File: src/rtl/apb_pkg.sv
// Shared APB definitions: FSM state encoding, default bus widths
// and peripheral register offsets.
package apb_pkg;

  localparam int APB_ADDR_W = 32;
  localparam int APB_DATA_W = 32;

  typedef enum logic [1:0] {
    ST_IDLE   = 2'd0,
    ST_SETUP  = 2'd1,
    ST_ACCESS = 2'd2,
    ST_RESP   = 2'd3
  } apb_state_e;

  localparam logic [7:0] LED_CTRL   = 8'h00;
  localparam logic [7:0] BLINK_RATE = 8'h04;

endpackage

File: src/rtl/apb_timeout_ctr.sv
// ACCESS-phase wait counter; expired flags the LIMIT-th wait cycle.
// Only instantiated when APB_MST_TIMEOUT_EN is defined.
module apb_timeout_ctr #(
  parameter int LIMIT = 1024
) (
  input  logic clk,
  input  logic rst_n,
  input  logic clear,
  input  logic enable,
  output logic expired
);

  localparam int W = $clog2(LIMIT + 1);

  logic [W-1:0] cnt;

  // count ACCESS cycles, saturating once the limit is hit
  always_ff @(posedge clk or negedge rst_n) begin
    if (!rst_n) begin
      cnt <= '0;
    end else if (clear) begin
      cnt <= '0;
    end else if (enable && !expired) begin
      cnt <= cnt + 1'b1;
    end
  end

  assign expired = enable && (cnt == W'(LIMIT - 1));

endmodule

File: src/rtl/apb_cmd_master.sv
// Single-outstanding APB master: cmd stream in, rsp stream out.
// Optional ACCESS timeout abort under APB_MST_TIMEOUT_EN.
module apb_cmd_master
  import apb_pkg::*;
#(
  parameter int ADDR_W         = APB_ADDR_W,
  parameter int DATA_W         = APB_DATA_W,
  parameter int TIMEOUT_CYCLES = 1024
) (
  input  logic              clk,
  input  logic              rst_n,
  input  logic              cmd_valid,
  output logic              cmd_ready,
  input  logic [ADDR_W-1:0] cmd_addr,
  input  logic              cmd_write,
  input  logic [DATA_W-1:0] cmd_wdata,
  output logic              rsp_valid,
  input  logic              rsp_ready,
  output logic [DATA_W-1:0] rsp_rdata,
  output logic              rsp_err,
  output logic              rsp_timeout,
  output logic [ADDR_W-1:0] paddr,
  output logic              psel,
  output logic              penable,
  output logic              pwrite,
  output logic [DATA_W-1:0] pwdata,
  input  logic [DATA_W-1:0] prdata,
  input  logic              pready,
  input  logic              perr
);

  apb_state_e state;
  logic       to_expired;

`ifdef APB_MST_TIMEOUT_EN
  apb_timeout_ctr #(
    .LIMIT (TIMEOUT_CYCLES)
  ) u_to (
    .clk     (clk),
    .rst_n   (rst_n),
    .clear   (state != ST_ACCESS),
    .enable  (state == ST_ACCESS),
    .expired (to_expired)
  );
`else
  // ACCESS waits indefinitely; the comparison folds to constant 0
  assign to_expired = (TIMEOUT_CYCLES < 0);
`endif

  // transfer FSM with registered APB and response outputs
  always_ff @(posedge clk or negedge rst_n) begin
    if (!rst_n) begin
      state       <= ST_IDLE;
      cmd_ready   <= 1'b1;
      psel        <= 1'b0;
      penable     <= 1'b0;
      pwrite      <= 1'b0;
      paddr       <= '0;
      pwdata      <= '0;
      rsp_valid   <= 1'b0;
      rsp_rdata   <= '0;
      rsp_err     <= 1'b0;
      rsp_timeout <= 1'b0;
    end else begin
      unique case (state)
        ST_IDLE: begin
          if (cmd_valid) begin
            paddr     <= cmd_addr;
            pwrite    <= cmd_write;
            pwdata    <= cmd_wdata;
            psel      <= 1'b1;
            cmd_ready <= 1'b0;
            state     <= ST_SETUP;
          end
        end
        ST_SETUP: begin
          penable <= 1'b1;
          state   <= ST_ACCESS;
        end
        ST_ACCESS: begin
          if (pready) begin
            psel        <= 1'b0;
            penable     <= 1'b0;
            rsp_valid   <= 1'b1;
            rsp_rdata   <= pwrite ? '0 : prdata;
            rsp_err     <= perr;
            rsp_timeout <= 1'b0;
            state       <= ST_RESP;
          end else if (to_expired) begin
            psel        <= 1'b0;
            penable     <= 1'b0;
            rsp_valid   <= 1'b1;
            rsp_rdata   <= '0;
            rsp_err     <= 1'b1;
            rsp_timeout <= 1'b1;
            state       <= ST_RESP;
          end
        end
        ST_RESP: begin
          if (rsp_ready) begin
            rsp_valid <= 1'b0;
            pwrite    <= 1'b0;
            cmd_ready <= 1'b1;
            state     <= ST_IDLE;
          end
        end
        default: state <= ST_IDLE;
      endcase
    end
  end

endmodule

File: config.mk
export PLATFORM = sky130hd
export DESIGN_NAME = apb_cmd_master
export DESIGN_NICKNAME = d
export VERILOG_FILES = /design/src/rtl/apb_pkg.sv /design/src/rtl/apb_timeout_ctr.sv /design/src/rtl/apb_cmd_master.sv
export SDC_FILE = /design/constraint.sdc
export NUM_CORES = 1
export LEC_CHECK = 0
export BUFFER_PORTS_ARGS = -buffer_cell sky130_fd_sc_hd__buf_2
export CORE_MARGIN = 2
export CORE_UTILIZATION = 46
export CTS_CLUSTER_SIZE = 30
export DETAILED_ROUTE_END_ITERATION = 12
export PLACE_DENSITY = 0.78
export SLEW_MARGIN = 10
export SYNTH_ARGS = -nofsm -noshare
export SYNTH_HDL_FRONTEND = slang
export SYNTH_SLANG_ARGS = --single-unit
File: constraint.sdc
create_clock -name clk -period 2 [get_ports clk]
set_input_delay 0.4 -clock clk [delete_from_list [all_inputs] [get_ports clk]]
set_output_delay 0.4 -clock clk [all_outputs]
set_load 0.1 [all_outputs]
==> results of run 1 <==
-- registers in the layout, indices dropped and copies added (netlist names) --
| signal | flops |
|---|---|
| pwrite | 1 |
| rsp_err | 1 |
| penable | 1 |
| psel | 1 |
| paddr | 32 |
| rsp_valid | 1 |
| cmd_ready | 1 |
| pwdata | 32 |
| state | 2 |
| rsp_rdata | 32 |
-- cells by family (layout without fill, tap and decap cells) --
kind of cell	count (synthesis)	after routing	synth area share [%]
multiplexers	68	68	22.0
AND/OR/NAND/NOR	71	71	6.84
AO/OA/AOI/OAI	44	44	5.62
buffers and inverters	23	234	3.36
flip-flops	104	104	60.3
adder cells (fa/ha/maj)	6	6	1.74
other	1	1	0.0869
-- Yosys cell counts (all sizes together) --
master / n
ha: 6
mux2: 66
a221oi: 1
nor2: 3
nand2b: 9
o21ai: 36
buf: 15
nand2: 57
dfstp: 1
mux2i: 2
dfrtp: 103
inv: 5
conb: 1
o21ba: 1
nand3: 1
o21a: 1
o2bb2ai: 1
clkbuf: 3
o22ai: 1
nor2b: 1
a21oi: 3
-- through the flow --
stage	utilization [%]	cell area, um^2	std cells	worst slack [ns]	hold slack, ns
4_1_cts	61.6	5630	639	0.179	0.0241
6_report	61.6	5630	639	0.223	0.0259
2_1_floorplan	-	4320	317	0.296	0.104
3_3_place_gp	59.7	5470	623	0.351	0.419
3_5_place_dp	59.7	5470	623	0.270	0.428
5_1_grt	61.6	5630	639	0.123	0.0339
-- layout make-up --
class                      count  area share (%)
inverter                       5           0.333
clock buffer                  12            2.40
tap                          111            2.47
multi-input combinational    190            28.0
timing repair buffer         213            20.0
clock inverter                 4           0.555
sequential                   104            46.2
-- cell usage in the layout, fill, tap and decap left out, types with 4 or more instances in the layout --
master / Yosys / layout
sky130_fd_sc_hd__nand2_1: 57 / 55
sky130_fd_sc_hd__buf_2: 8 / 203
sky130_fd_sc_hd__dfrtp_1: 103 / 103
sky130_fd_sc_hd__mux2_4: 50 / 50
sky130_fd_sc_hd__ha_1: 6 / 6
sky130_fd_sc_hd__o21ai_0: 4 / 4
sky130_fd_sc_hd__o21ai_1: 32 / 32
sky130_fd_sc_hd__buf_4: 1 / 7
sky130_fd_sc_hd__clkbuf_8: 0 / 9
sky130_fd_sc_hd__nand2b_1: 9 / 9
sky130_fd_sc_hd__mux2_1: 16 / 16
-- metal layers --
metal	share of wire, %	wire length, um
met1	40	3910
met2	52	5100
met3	6.8	669
met4	1.1	112
met5	0	0
-- worst paths after layout --
kind	end	depth (start not counted)	startpoint
max	pwrite	1	pwrite$_DFFE_PN0P_
min reg2reg	rsp_rdata[26]$_DFFE_PN0P_	2	rsp_rdata[26]$_DFFE_PN0P_
min in group clk	pwdata[3]$_DFFE_PN0P_	2	cmd_wdata[3]
min	rsp_rdata[9]$_DFFE_PN0P_	1	rst_n
max reg2reg	state[1]$_DFFE_PN0P_	5	state[0]$_DFFE_PN0P_
max in group asynchronous	paddr[2]$_DFFE_PN0P_	2	rst_n
==> metrics.log, run 1 <==
[metrics] status: finished clean
[metrics] maximum net fanout on the critical path: 11
[metrics] die span in x: 101 um
[metrics] routing usage on met1: 23.7%
[metrics] final worst path period share: 88.9%
[metrics] GPL Wtd Cong: 0.831
[metrics] post-synthesis cell type count: 26
[metrics] post-CTS repair timing setup buffer count: 0
[metrics] number of endpoints with negative hold slack in the final report: 0
[metrics] top-level port count: 206
[metrics] number of design rule violations left after detail routing: 0
[metrics] number of vias after detailed routing: 3100
[metrics] violation count after the first detailed-route iteration: 108
[metrics] mean number of vias per cell: 4.85
[metrics] number of gates given a new drive strength after cts: 0
[metrics] H-tree Lvls: 3
[metrics] global router's overall resource usage: 19.4%
[metrics] type of the worst setup path: reg2out
[metrics] number of nets in the synthesized netlist: around 430
[metrics] number of antenna violations at the first check in global routing: 0
[metrics] CTS Root Buffer Type: sky130_fd_sc_hd__clkbuf_8
[metrics] most used routing layer in global routing: met2
[metrics] CP cell instances: buf_2
[metrics] first-pass GRT wire length: 15500 um
[metrics] vias in the first global route: 3191
[metrics] relative max-transition margin: 64.4%
[metrics] fraction of layout cells with a size suffix above 1: between 50% and 60%
[metrics] combined area of the multi-input logic cells: 1580 um^2
[metrics] P&R area growth vs syn: 30.5%
[metrics] element type at the critical path end: primary output
[metrics] met3 Use GR: 5.62%
[metrics] antenna-violating nets left: 0
[metrics] placeable core region: between 9000 and 10000 um^2
[metrics] yosys synthesis warning count: 0
[metrics] final critical delay including setup and external delays: roughly 1.8 ns
[metrics] Max Clock Skew: 0.00892 ns
[metrics] launching element type of the critical path: flip-flop
[metrics] Buf+Inv Stages, Crit Path: 1
[metrics] Routed WL per cell: between 15 and 20 um
[metrics] Initial Util: between 40% and 50%
[metrics] largest net degree at the start of global routing: 57
[metrics] Rows: 35
[metrics] total wirelength of the detailed-routed design: roughly 9800 um
[metrics] biggest area contributors in the synthesized netlist: sky130_fd_sc_hd__dfrtp_1 60%, sky130_fd_sc_hd__mux2_4 17%, sky130_fd_sc_hd__nand2_1 5.0%
[metrics] chip height: 101 um
[metrics] Highest Clock Rate: approximately 560 MHz
[metrics] slack of the worst reg-to-reg path: 0.26 ns
[metrics] deepest clock path buffer count: 2
[metrics] post-detailed-placement half-perimeter wirelength: 7370 um
[metrics] count of input and output buffers: 204
[metrics] top-area cell type share of the netlist area: ~60%
[metrics] required time of the critical path: 1.60 ns
[metrics] final layout net count: roughly 630
[metrics] cell type with the largest total area after synthesis: sky130_fd_sc_hd__dfrtp_1
[metrics] CTS tree: built
[metrics] synthesized instance count: around 320
[metrics] Setup violations, final: 0
[metrics] Filler Cell Count: about 770
[metrics] die area: 10200 um^2
[metrics] Tightest Pin Transition: 0.534 ns
[metrics] Clock Pin Slew Worst Setup and Hold Paths: 0.10 ns
[metrics] leftover overflow at the end of global routing: 0
[metrics] Pre-antenna DRT Iters: 4
[metrics] Final Max Tran Viols: 0
[metrics] Netlist Area Pre-Place: 4320 um^2
[metrics] number of register bits inferred by synthesis: 104
[metrics] unrepaired setup endpoints after global routing: no
[metrics] setup TNS: 0 ns
[metrics] storage element area: between 2000 and 3000 um^2
[metrics] number of buffers inserted during clock tree synthesis: 9
[metrics] number of clock sinks seen by CTS: 104
[metrics] fraction of the yosys area taken by sequential cells: between 60% and 70%
[metrics] count of antenna diodes in the layout: 0
[metrics] count of hold buffers inserted by post-cts repair: 0
[metrics] count of maximum capacitance violations: 0
[metrics] mean cell area of the mapped netlist: 13.6 um^2
[metrics] met2 Use GR: 33.4%
[metrics] data arrival time of the critical path: 1.38 ns
[metrics] cell class contributing the biggest share of worst-path delay: flip-flops
[metrics] Slowest Stage Delay on Critical Path: 0.53 ns
[metrics] clock network latency to the later pin of the worst-skew pair: 0.35 ns
[metrics] Hold/Removal Path Class: in2async
[metrics] highest-delay cell along the critical path: sky130_fd_sc_hd__dfrtp_1
Power of run 1 is not shown: default switching activity piles up to over one toggle a cycle in this logic, so the estimate is an artifact.
==> run 2: changes to the inputs <==
- CORE_UTILIZATION: 46 -> 50
- PLACE_DENSITY: 0.78 -> 0.83
- SYNTH_HIERARCHICAL: default -> 1
- clock period: 2 -> 2.3 ns (I/O delays scaled with it)
==> metrics.log, run 2 <==
[metrics] status: finished clean
[metrics] met3 Use GR: 5.71%
[metrics] mean number of vias per cell: 4.87
[metrics] met2 Use GR: 35.6%
[metrics] maximum net fanout on the critical path: 39
[metrics] final critical delay including setup and external delays: around 1.8 ns
[metrics] storage element area: ~2600 um^2
[metrics] most instantiated cells after synthesis: 103 x sky130_fd_sc_hd__dfrtp_1, 57 x sky130_fd_sc_hd__nand2_1, 50 x sky130_fd_sc_hd__mux2_4
[metrics] number of cells on the worst reg-to-reg path: 5
[metrics] Setup violations, final: 0
[metrics] data arrival time of the critical path: 2.07 ns
[metrics] leftover overflow at the end of global routing: 0
[metrics] die span in x: 96.9 um
[metrics] commonest non-fill, non-tap cells in the layout: 203 x sky130_fd_sc_hd__buf_2, 103 x sky130_fd_sc_hd__dfrtp_1, 55 x sky130_fd_sc_hd__nand2_1, 50 x sky130_fd_sc_hd__mux2_4, 32 x sky130_fd_sc_hd__o21ai_1
[metrics] number of buffers inserted during clock tree synthesis: 9
[metrics] Initial Util: between 50 and 60%
[metrics] synthesized instance count: 317
[metrics] CTS tree: built
[metrics] number of endpoints with negative hold slack in the final report: 0
[metrics] Netlist Area Pre-Place: 4320 um^2
[metrics] Max Clock Skew: 0.00837 ns
[metrics] GPL Wtd Cong: 0.875
[metrics] number of vias after detailed routing: 3077
[metrics] Final Max Tran Viols: 0
[metrics] yosys synthesis warning count: 6
[metrics] number of gates given a new drive strength after cts: 0
[metrics] clock network latency to the later pin of the worst-skew pair: 0.35 ns
[metrics] routing usage on met1: 25.9%
[metrics] launching element type of the critical path: flip-flop
[metrics] number of enable flip-flop cells after synthesis: 0
[metrics] number of register bits inferred by synthesis: approximately 100
[metrics] fraction of layout cells with a size suffix above 1: 53.8%
[metrics] leading cell type by number of instances after synthesis: sky130_fd_sc_hd__dfrtp_1
[metrics] Hold/Removal Path Class: in2async
[metrics] Highest Clock Rate: 546 MHz
[metrics] share of async-settable or async-resettable flops after synthesis: 100%
[metrics] primary flip-flop cell chosen by synthesis mapping: sky130_fd_sc_hd__dfrtp_1
[metrics] H-tree Lvls: 3
[metrics] antenna-violating nets left: 0
[metrics] count of maximum capacitance violations: 0
[metrics] setup TNS: 0 ns
[metrics] commonest non-fill, non-tap cell in the layout: sky130_fd_sc_hd__buf_2
[metrics] Hold Worst Slack: 0.0870 ns
[metrics] mean cell area of the mapped netlist: 13.6 um^2
[metrics] unrepaired setup endpoints after global routing: no
[metrics] top-level port count: around 210
[metrics] required time of the critical path: 2.53 ns
[metrics] post-synthesis cell type count: 26
[metrics] total wirelength of the detailed-routed design: just under 10000 um
[metrics] placeable core region: 8300 um^2
[metrics] first-pass GRT wire length: 15900 um
[metrics] vias in the first global route: ~3200
[metrics] deepest clock path buffer count: 2
[metrics] post-layout worst setup margin: 0.468 ns
[metrics] combined area of the multi-input logic cells: 1580 um^2
[metrics] Pre-antenna DRT Iters: 4
[metrics] cell type with the largest total area after synthesis: sky130_fd_sc_hd__dfrtp_1
[metrics] violation count after the first detailed-route iteration: 57
[metrics] number of design rule violations left after detail routing: 0
[metrics] type of the worst setup path: reg2reg
[metrics] top-area cell type share of the netlist area: 59.7%
[metrics] post-detailed-placement half-perimeter wirelength: roughly 7400 um
[metrics] number of clock sinks seen by CTS: 104
[metrics] biggest area contributors in the synthesized netlist: sky130_fd_sc_hd__dfrtp_1 60%, sky130_fd_sc_hd__mux2_4 17%, sky130_fd_sc_hd__nand2_1 5.0%
[metrics] die area: between 9000 and 10000 um^2
[metrics] post-CTS repair timing setup buffer count: 0
[metrics] global router's overall resource usage: 20.9%
[metrics] P&R area growth vs syn: 29.7%
[metrics] number of nets in the synthesized netlist: 426
[metrics] Tightest Pin Transition: 0.565 ns
[metrics] Clock Pin Slew Worst Setup and Hold Paths: 0.10 ns
[metrics] chip height: 96.9 um
[metrics] largest net degree at the start of global routing: 51
[metrics] final worst path period share: 79.6%
[metrics] CTS Root Buffer Type: sky130_fd_sc_hd__clkbuf_8
[metrics] final layout net count: 630
[metrics] Setup Slack @ Placement: 0.492 ns
[metrics] count of hold buffers inserted by post-cts repair: 0
[metrics] fraction of the yosys area taken by sequential cells: 60.3%
[metrics] count of input and output buffers: about 200
[metrics] Filler Cell Count: 663
[metrics] largest registers ranked by flip-flop count: paddr: 32 flops, pwdata: 32 flops, rsp_rdata: 32 flops
[metrics] Rows: 33
[metrics] Routed WL per cell: between 15 and 20 um
[metrics] relative max-transition margin: approximately 62%
[metrics] most used routing layer in global routing: met2
[metrics] number of antenna violations at the first check in global routing: 1
[metrics] element type at the critical path end: flip-flop
run 2: logic make-up after synthesis:
family	after synthesis	synth area share [%]
flops	104	60.3
buf+inv	23	3.36
fa+ha+maj	6	1.74
other cells	1	0.0869
mux	68	22.0
compound gates	44	5.62
simple gates	71	6.84
run 2: final cells by class:
type | count | area share [%]
sequential | 104 | 46.5
multi-input combinational | 190 | 28.2
timing repair buffer | 211 | 19.7
clock buffer | 11 | 2.35
tap | 105 | 2.35
clock inverter | 5 | 0.603
inverter | 5 | 0.335
antenna | 1 | 0.0447
run 2: stage by stage:
step,std cells,utilization [%],area (um^2)
global route,632,67.5,5600
finish,632,67.5,5600
CTS,631,67.5,5600
detailed placement,615,65.5,5430
global placement,615,65.5,5430
floorplan,317,-,4320
run 2: worst paths after layout:
kind / startpoint / end / slack, ns
max: state[0]$_DFFE_PN0P_ / pwdata[18]$_DFFE_PN0P_ / 0.47
min: rst_n / paddr[14]$_DFFE_PN0P_ / 0.09
max reg2reg: state[0]$_DFFE_PN0P_ / pwdata[18]$_DFFE_PN0P_ / 0.47
min reg2reg: rsp_rdata[29]$_DFFE_PN0P_ / rsp_rdata[29]$_DFFE_PN0P_ / 0.48
max in group asynchronous: rst_n / pwdata[19]$_DFFE_PN0P_ / 1.53
min in group clk: cmd_wdata[2] / pwdata[2]$_DFFE_PN0P_ / 0.32
run 2: critical path, cell delays in order (launching register included):
cell                      delay (ns)
sky130_fd_sc_hd__dfrtp_1        0.41
sky130_fd_sc_hd__inv_1          0.11
sky130_fd_sc_hd__ha_1           0.29
sky130_fd_sc_hd__nand2_4        0.22
sky130_fd_sc_hd__buf_12         0.32
sky130_fd_sc_hd__mux2_4         0.33
run 2: metal layers:
layer  vias to the layer above  share of wire [%]
met4                         0                2.0
met3                        18                6.5
li1                       1466                  -
met1                      1472                 42
met2                       121                 49
met5                         -                  0
Power of run 2 is left out for the same reason.
==> run 3: changes to the inputs <==
- CORE_UTILIZATION: 50 -> 46
- PLACE_DENSITY: 0.83 -> 0.78
- clock period: 2.3 -> 1.84 ns (I/O delays scaled with it)
==> metrics.log, run 3 (same netlist as run 2, synthesis figures left out) <==
[metrics] number of vias after detailed routing: 3090
[metrics] Post-Place Cells: between 600 and 700
[metrics] number of design rule violations left after detail routing: 0
[metrics] count of input and output buffers: 204
[metrics] count of maximum capacitance violations: 0
[metrics] chip height: 101 um
[metrics] Tightest Pin Transition: 0.511 ns
[metrics] CTS Root Buffer Type: sky130_fd_sc_hd__clkbuf_8
[metrics] mean number of vias per cell: 4.82
[metrics] Pre-antenna DRT Iters: 6
[metrics] CTS tree: built
[metrics] number of endpoints with negative hold slack in the final report: 0
[metrics] number of buffers inserted during clock tree synthesis: 9
[metrics] Highest Clock Rate: around 570 MHz
[metrics] clock network latency to the later pin of the worst-skew pair: 0.35 ns
[metrics] commonest non-fill, non-tap cells in the layout: 203 x sky130_fd_sc_hd__buf_2, 103 x sky130_fd_sc_hd__dfrtp_1, 55 x sky130_fd_sc_hd__nand2_1, 50 x sky130_fd_sc_hd__mux2_4, 32 x sky130_fd_sc_hd__o21ai_1
[metrics] GPL Wtd Cong: about 0.83
[metrics] largest registers ranked by flip-flop count: paddr: 32 flops, pwdata: 32 flops, rsp_rdata: 32 flops
[metrics] maximum net fanout on the critical path: 5
[metrics] data arrival time of the critical path: slightly below 2 ns
[metrics] top-level port count: 206
[metrics] required time of the critical path: 2.07 ns
[metrics] post-detailed-placement half-perimeter wirelength: around 7300 um
[metrics] Max Clock Skew: 0.0159 ns
[metrics] number of antenna violations at the first check in global routing: 0
[metrics] leftover overflow at the end of global routing: 0
[metrics] commonest non-fill, non-tap cell in the layout: sky130_fd_sc_hd__buf_2
[metrics] Clock Pin Slew Worst Setup and Hold Paths: 0.11 ns
[metrics] placeable core region: 9150 um^2
[metrics] Rows: 35
[metrics] count of antenna diodes in the layout: 0
[metrics] Post-Layout Cell Count: 641
[metrics] antenna-violating nets left: 0
[metrics] Hold/Removal Path Class: in2reg
[metrics] vias in the first global route: 3065
[metrics] launching element type of the critical path: flip-flop
[metrics] number of clock sinks seen by CTS: 104
[metrics] deepest clock path buffer count: 2
[metrics] die area: 10200 um^2
[metrics] global router's overall resource usage: 18.7%
[metrics] relative max-transition margin: approximately two thirds
[metrics] element type at the critical path end: flip-flop
[metrics] Setup violations, final: 0
[metrics] fraction of layout cells with a size suffix above 1: 54.0%
[metrics] Initial Util: between 40% and 50%
[metrics] die span in x: between 100 and 150 um
[metrics] first-pass GRT wire length: 15100 um
[metrics] P&R area growth vs syn: 32.0%
[metrics] H-tree Lvls: 3
[metrics] type of the worst setup path: reg2reg
[metrics] largest net degree at the start of global routing: 57
[metrics] status: finished clean
[metrics] Routed WL per cell: 15.3 um
[metrics] final layout net count: 634
[metrics] violation count after the first detailed-route iteration: 71
[metrics] final critical delay including setup and external delays: between 1.5 and 2 ns
[metrics] Final Max Tran Viols: 0
[metrics] total wirelength of the detailed-routed design: 9840 um
[metrics] final worst path period share: between 90% and 100%
## run 3: final cells by class
cell class	count	area, um^2
fill	759	3460
sequential	104	2600
multi-input combinational	190	1580
timing repair buffer	215	1160
clock buffer	12	145
tap	111	139
clock inverter	4	53.8
inverter	5	18.8
## run 3: final timing paths
| path | startpoint | end | slack [ns] | cells past startpoint |
|---|---|---|---|---|
| max reg2reg | state[0]$_DFFE_PN0P_ | state[1]$_DFFE_PN0P_ | 0.09 | 5 |
| min in group asynchronous | rst_n | paddr[10]$_DFFE_PN0P_ | 0.48 | 2 |
| max in group asynchronous | rst_n | cmd_ready$_DFFE_PN1P_ | 0.76 | 3 |
| max | state[0]$_DFFE_PN0P_ | state[1]$_DFFE_PN0P_ | 0.09 | 5 |
| min | cmd_wdata[9] | pwdata[9]$_DFFE_PN0P_ | 0.21 | 2 |
| min reg2reg | rsp_rdata[8]$_DFFE_PN0P_ | rsp_rdata[8]$_DFFE_PN0P_ | 0.49 | 2 |
## run 3: timing repair
action / 4_1_cts / 5_1_grt
hold buffers: 1 / 0
endpoints found under the setup margin: 0 / 1
gates resized for setup: 0 / 0
endpoints found under the hold margin: 27 / 0
buffers inserted: 0 / 1
## run 3: stage by stage
stage / TNS, ns / util, % / cell area [um^2] / setup WS (ns) / hold slack, ns
6_report: 0 / 62.2 / 5700 / 0.0903 / 0.212
4_1_cts: 0 / 62.2 / 5690 / 0.0602 / 0.199
5_1_grt: -0.0247 / 62.2 / 5700 / -0.0247 / 0.206
2_1_floorplan: 0 / - / 4320 / 0.136 / 0.0724
3_5_place_dp: 0 / 59.9 / 5480 / 0.124 / 0.328
3_3_place_gp: 0 / 59.9 / 5480 / 0.192 / 0.321
## run 3: critical path, stage by stage, from the launching register on
cell and delay, ns:
sky130_fd_sc_hd__dfrtp_1 0.42, sky130_fd_sc_hd__inv_1 0.12, sky130_fd_sc_hd__ha_1 0.29, sky130_fd_sc_hd__nor2b_2 0.21, sky130_fd_sc_hd__a221oi_2 0.24, sky130_fd_sc_hd__mux2_1 0.35
## run 3: routing by layer
layer | track usage [%] | part of all wire, % | up-vias
met5 | 0 | 0 | -
met4 | 7.06 | 2.0 | 0
met3 | 4.09 | 5.6 | 18
met2 | 31.1 | 50 | 114
met1 | 24.1 | 43 | 1483
li1 | - | - | 1475
Power of run 3 is left out for the same reason.
